===== config.mk =====
export PLATFORM = sky130hd
export DESIGN_NAME = led_mode_seq
export DESIGN_NICKNAME = d
export VERILOG_FILES = /design/src/rtl/led_seq_pkg.sv /design/src/rtl/led_step_timer.sv /design/src/rtl/led_mode_seq.sv
export SDC_FILE = /design/constraint.sdc
export NUM_CORES = 1
export LEC_CHECK = 0
export ABC_AREA = 1
export BUFFER_PORTS_ARGS = -buffer_cell sky130_fd_sc_hd__clkbuf_2
export CAP_MARGIN = 30
export CORE_MARGIN = 2
export CORE_UTILIZATION = 65
export DETAILED_ROUTE_END_ITERATION = 8
export MAX_ROUTING_LAYER = met4
export PLACE_DENSITY = 0.85
export SYNTH_ARGS = -nofsm -noshare
export SYNTH_HDL_FRONTEND = slang
export SYNTH_SLANG_ARGS = --single-unit

===== constraint.sdc =====
create_clock -name clk -period 3.3 [get_ports clk]
set_clock_uncertainty 0.2 [all_clocks]
set_input_delay 0.33 -clock clk [delete_from_list [all_inputs] [get_ports clk]]
set_output_delay 0.33 -clock clk [all_outputs]
set_load 0.03 [all_outputs]

===== src/rtl/led_seq_pkg.sv =====
// Shared constants and types for the LED mode sequencer: modes, speed limits,
// key bit positions and the single-LED pattern helper.
package led_seq_pkg;

   typedef enum logic [1:0] {
      MODE_OFF    = 2'd0,
      MODE_FLOW   = 2'd1,
      MODE_BLINK  = 2'd2,
      MODE_BOUNCE = 2'd3
   } mode_e;

   localparam logic [3:0] SPEED_MIN = 4'd1;
   localparam logic [3:0] SPEED_MAX = 4'd8;

   localparam int KEY_MODE  = 0;
   localparam int KEY_UP    = 1;
   localparam int KEY_DN    = 2;
   localparam int KEY_PAUSE = 3;

   localparam logic [3:0] LED_ALL_DARK = 4'b1111;
   localparam logic [3:0] LED_ALL_LIT  = 4'b0000;

   // Active-low drive with only the LED at pos lit.
   function automatic logic [3:0] pos_led(input logic [1:0] pos);
      return ~(4'b0001 << pos);
   endfunction

endpackage


===== src/rtl/led_step_timer.sv =====
// Pattern step timer: a unit prescaler feeding a step counter whose limit
// follows the current speed, producing a one-cycle step pulse.
module led_step_timer #(
   parameter int STEP_UNIT = 5_000_000
) (
   input  logic       clk,
   input  logic       rest,
   input  logic       run,
   input  logic       clear,
   input  logic [3:0] speed,
   output logic       step
);

   localparam int            UW        = (STEP_UNIT > 1) ? $clog2(STEP_UNIT) : 1;
   localparam logic [UW-1:0] UNIT_LAST = UW'(STEP_UNIT - 1);

   logic [UW-1:0] unit_cnt_r;
   logic [2:0]    step_cnt_r;
   logic          unit_tick_s;
   logic [3:0]    limit_s;

   assign unit_tick_s = run && (unit_cnt_r == UNIT_LAST);
   assign limit_s     = 4'd8 - speed;
   // >= lets a speed increase past the current count step on the next unit tick.
   assign step        = unit_tick_s && ({1'b0, step_cnt_r} >= limit_s);

   // Unit and step counters; clear restarts a fresh period, idle when not running.
   always_ff @(posedge clk) begin
      if (!rest) begin
         unit_cnt_r <= '0;
         step_cnt_r <= 3'd0;
      end else if (clear) begin
         unit_cnt_r <= '0;
         step_cnt_r <= 3'd0;
      end else if (run) begin
         unit_cnt_r <= unit_tick_s ? '0 : unit_cnt_r + UW'(1);
         if (step) begin
            step_cnt_r <= 3'd0;
         end else if (unit_tick_s) begin
            step_cnt_r <= step_cnt_r + 3'd1;
         end
      end
   end

endmodule


===== src/rtl/led_mode_seq.sv =====
// LED pattern engine: decodes key press pulses into mode/speed/pause control
// and steps an active-low 4-LED pattern (OFF, FLOW, BLINK, BOUNCE).
module led_mode_seq
   import led_seq_pkg::*;
#(
   parameter int STEP_UNIT = 5_000_000,
   parameter int SPEED_RST = 4
) (
   input  logic       clk,
   input  logic       rest,
   input  logic [3:0] key_pulse,
   output logic [3:0] led,
   output logic [1:0] mode,
   output logic [3:0] speed,
   output logic       paused
);

   mode_e      mode_r, mode_n;
   logic [3:0] speed_r, speed_n;
   logic       paused_r, paused_n;
   logic [3:0] led_r, led_n;
   logic [1:0] pos_r, pos_n;
   logic       dir_up_r, dir_up_n;
   logic       phase_r, phase_n;
   logic       step_s;

   led_step_timer #(.STEP_UNIT(STEP_UNIT)) u_timer (
      .clk   (clk),
      .rest  (rest),
      .run   (!paused_r),
      .clear (key_pulse[KEY_MODE]),
      .speed (speed_r),
      .step  (step_s)
   );

   // Next-state: key decode, mode entry patterns and per-mode stepping.
   always_comb begin
      mode_n   = mode_r;
      speed_n  = speed_r;
      paused_n = paused_r;
      led_n    = led_r;
      pos_n    = pos_r;
      dir_up_n = dir_up_r;
      phase_n  = phase_r;

      if (key_pulse[KEY_UP] && !key_pulse[KEY_DN]) begin
         speed_n = (speed_r < SPEED_MAX) ? speed_r + 4'd1 : SPEED_MAX;
      end else if (key_pulse[KEY_DN] && !key_pulse[KEY_UP]) begin
         speed_n = (speed_r > SPEED_MIN) ? speed_r - 4'd1 : SPEED_MIN;
      end else begin
         speed_n = speed_r;
      end

      if (key_pulse[KEY_PAUSE]) begin
         paused_n = !paused_r;
      end else begin
         paused_n = paused_r;
      end

      // A mode change swallows any coincident step and shows the entry pattern.
      if (key_pulse[KEY_MODE]) begin
         mode_n   = mode_e'(mode_r + 2'd1);
         pos_n    = 2'd0;
         dir_up_n = 1'b1;
         phase_n  = 1'b0;
         case (mode_n)
            MODE_FLOW:   led_n = pos_led(2'd0);
            MODE_BLINK:  led_n = LED_ALL_LIT;
            MODE_BOUNCE: led_n = pos_led(2'd0);
            default:     led_n = LED_ALL_DARK;
         endcase
      end else if (step_s) begin
         case (mode_r)
            MODE_FLOW: begin
               pos_n = pos_r + 2'd1;
               led_n = pos_led(pos_n);
            end
            MODE_BLINK: begin
               phase_n = !phase_r;
               led_n   = phase_n ? LED_ALL_DARK : LED_ALL_LIT;
            end
            MODE_BOUNCE: begin
               if (dir_up_r) begin
                  pos_n    = pos_r + 2'd1;
                  dir_up_n = (pos_n != 2'd3);
               end else begin
                  pos_n    = pos_r - 2'd1;
                  dir_up_n = (pos_n == 2'd0);
               end
               led_n = pos_led(pos_n);
            end
            default: led_n = LED_ALL_DARK;
         endcase
      end else begin
         led_n = led_r;
      end
   end

   // State registers with synchronous active-low reset.
   always_ff @(posedge clk) begin
      if (!rest) begin
         mode_r   <= MODE_OFF;
         speed_r  <= 4'(SPEED_RST);
         paused_r <= 1'b0;
         led_r    <= LED_ALL_DARK;
         pos_r    <= 2'd0;
         dir_up_r <= 1'b1;
         phase_r  <= 1'b0;
      end else begin
         mode_r   <= mode_n;
         speed_r  <= speed_n;
         paused_r <= paused_n;
         led_r    <= led_n;
         pos_r    <= pos_n;
         dir_up_r <= dir_up_n;
         phase_r  <= phase_n;
      end
   end

   assign led    = led_r;
   assign mode   = mode_r;
   assign speed  = speed_r;
   assign paused = paused_r;

endmodule


==> flow_metrics.py <==
metrics = {
    "status": {
        "status": "finished clean",
    },
    "sta": {
        "post-route-period-util_pct": 71.7,
        "rsz0062_at_grt": "no",
        "finalSetupViolCount": 0,
        "finalSetupTns_ns": 0,
        "hold_slack_ns": 0.0700,
        "hold_viol_final": 0,
        "timing.final.crit_period_ns": 2.37,
        "max_freq_mhz": 423,
        "slew_headroom_pct": 70.3,
        "tightest_slew_ns": 0.444,
        "drv_slew": 0,
    },
    "critical_path": {
        "cp.arrival_ns": 2.35,
        "crit_fanout": 7,
        "crit_type": "register to register",
        "start_kind": "register",
        "required_ns": 3.28,
        "critPathCaptureType": "register",
    },
    "yosys": {
        "syn_area_per_cell_um2": 6.74,
        "yosysTopAreaCell": "dfxtp_1",
        "synth_area_um2": 2680,
        "synth_edf_count": 0,
        "ys_seq_elements": 41,
        "synthTopCellsByArea": "dfxtp_1 (31%), nand2_1 (14%), ha_1 (8.9%), inv_1 (7.3%), nor2_1 (7.0%)",
        "ys_dominant_reg_cell": "dfxtp_1",
        "syn_nets": 423,
        "synth_cells": 398,
        "ys_types": 36,
        "ys_seq_area_share_pct": 30.6,
        "yosys_warnings": 0,
        "async_reset_ff_share_pct": 0,
        "yosysTopAreaCellShare_pct": 30.6,
    },
    "floorplanning": {
        "dieArea_um2": 4660,
        "die_y_um": 68.2,
        "die_w_um": 68.2,
        "num_io_pins": 17,
        "initial_core_util_pct": 67.1,
        "core_um2": 4000,
        "rows": 23,
    },
    "global_routing": {
        "grt_start_max_net_pins": 15,
        "grt_overflow_total": 0,
        "grt_usage_pct": 28.6,
        "grt_pass1_vias": 2277,
        "grt_pass1_wl_um": 9610,
        "antenna_found_initial": 0,
    },
    "cells_and_area": {
        "drive_gt1_share_pct": 13.4,
        "nets": 443,
        "area_delta_synth_final_pct": 7.70,
        "diodes": 0,
    },
    "routing": {
        "drt-wirelength-per-cell_um": 12.7,
        "vias": 2539,
        "routed_wl_um": 5950,
        "avgViaCountPerCell": 5.41,
        "drt_pass1_iterations": 5,
        "drtIter0Drc": 219,
        "drtAntennaViolNets": 0,
        "drc": 0,
    },
    "clock_network": {
        "cts_made_buffers": 5,
        "cts_hold_buf": 0,
        "cts.path.max_buffers": 2,
        "clock_sinks": 41,
        "post_cts_resized": 0,
        "postCtsSetupRepairBufs": 0,
        "cts_tree": "yes",
        "root_buffer": "clkbuf_8",
        "htree_levels": 2,
        "clk_pin_slew_ns": 0.08,
        "clk_latency_ns": 0.30,
    },
    "power_and_ir_drop": {
        "power.leakage_nw": 1.25,
        "power_density_nw_per_um2": 363,
        "ir_drop_v": 0.000304,
    },
    "place": {
        "gp_congestion": 0.926,
        "portBuffers": 16,
        "hpwl_um": 4500,
    },
    "flow_run": {
        "drv_cap": 0,
    },
    "hold_path": {
        "hp-class": "primary input to register",
    },
}
==> synthesized netlist by cell type (all sizes together), types with 3 or more instances <==
cell type and instances:
nand3 32, ha 19, inv 57, o21ai 24, a31oi 3, a21oi 18, nand2 104, nand4 10
xor2 4, dfxtp 41, nor3 10, nor2 58, nor4 3
==> registers in the layout, indices dropped and copies added (netlist names) <==
| signal | cells |
|---|---|
| dir_up_r | 1 |
| led | 4 |
| mode | 2 |
| paused | 1 |
| phase_r | 1 |
| pos_r | 2 |
| speed | 4 |
| u_timer.step_cnt_r | 3 |
| u_timer.unit_cnt_r | 23 |
==> worst max-delay path, stage by stage (launching register included) <==
cell and delay, ns:
dfxtp_1 0.45, inv_1 0.16, ha_1 0.33, inv_1 0.07
ha_1 0.29, nand2_1 0.05, nand2_1 0.05, nand2_1 0.09
a21oi_4 0.25, nand2_4 0.11, nand3_1 0.10, nand3_1 0.09
==> through the flow <==
| stage | std cells | setup WS, ns | power (mW) | instance area, µm² | util [%] |
|---|---|---|---|---|---|
| 2_1_floorplan | 398 | 0.955 | 0.684 | 2680 | - |
| 3_3_place_gp | 461 | 1.09 | 0.723 | 2810 | 70.2 |
| 3_5_place_dp | 461 | 0.975 | 0.730 | 2810 | 70.2 |
| 4_1_cts | 469 | 0.931 | 1.06 | 2890 | 72.2 |
| 5_1_grt | 469 | 0.740 | 1.10 | 2890 | 72.2 |
| 6_report | 469 | 0.934 | 1.05 | 2890 | 72.2 |
==> placed cells by master, fill, tap and decap left out, types with 2 or more instances in the layout <==
| cell type | Yosys | routed |
|---|---|---|
| a21oi_1 | 17 | 17 |
| a31oi_1 | 3 | 3 |
| clkbuf_2 | 0 | 16 |
| clkbuf_8 | 0 | 5 |
| clkinv_2 | 1 | 3 |
| dfxtp_1 | 41 | 41 |
| ha_1 | 19 | 19 |
| inv_1 | 52 | 52 |
| inv_2 | 5 | 5 |
| nand2_1 | 100 | 100 |
| nand2_2 | 2 | 2 |
| nand2_4 | 2 | 2 |
| nand3_1 | 29 | 29 |
| nand3_2 | 3 | 3 |
| nand3b_1 | 2 | 2 |
| nand4_1 | 9 | 9 |
| nor2_1 | 50 | 50 |
| nor2_2 | 5 | 5 |
| nor2_4 | 2 | 2 |
| nor3_1 | 8 | 8 |
| nor3_2 | 2 | 2 |
| nor4_1 | 2 | 2 |
| o21ai_0 | 19 | 19 |
| o21ai_2 | 5 | 5 |
| o22ai_1 | 2 | 2 |
| xnor2_1 | 2 | 2 |
| xor2_1 | 4 | 4 |
==> power by group <==
part           leakage [nW]  switching [mW]  internal, mW
clock network        0.0450           0.181         0.147
logic                 0.868           0.135        0.0605
registers             0.333          0.0175         0.509
==> worst paths after layout <==
kind	start	slack [ns]	endpoint	cells past startpoint
min	key_pulse[3]	0.07	paused	3
min reg2reg	u_timer.step_cnt_r[0]	0.29	u_timer.step_cnt_r[0]	2
max	speed[0]	0.93	led[3]	11
max reg2reg	speed[0]	0.93	led[3]	11
==> area by class of cell <==
cell class                 instances  area [µm²]
timing repair buffer              17        87.6
inverter                          58         219
sequential                        41         821
clock inverter                     2        10.0
fill                             359        1110
clock buffer                       6        72.6
multi-input combinational        295        1620
tap                               50        62.6
==> routing by layer <==
| layer | vias up | wire [µm] | global-route usage, % |
|---|---|---|---|
| met5 | - | 0 | - |
| met4 | 0 | 129 | 12.3 |
| met3 | 13 | 241 | 5.26 |
| met2 | 62 | 3030 | 50.6 |
| met1 | 1138 | 2550 | 31.3 |
| li1 | 1326 | - | - |
==> cells by family after synthesis <==
| logic type | count (synthesis) | share of synthesized area [%] |
|---|---|---|
| AND/OR/NAND/NOR | 220 | 38.4 |
| buffers and inverters | 62 | 9.14 |
| AO/OA/AOI/OAI | 50 | 11.0 |
| flip-flops | 41 | 30.6 |
| adder cells (fa/ha/maj) | 19 | 8.86 |
| XOR/XNOR | 6 | 1.96 |
(Power assumes the default switching activity.)
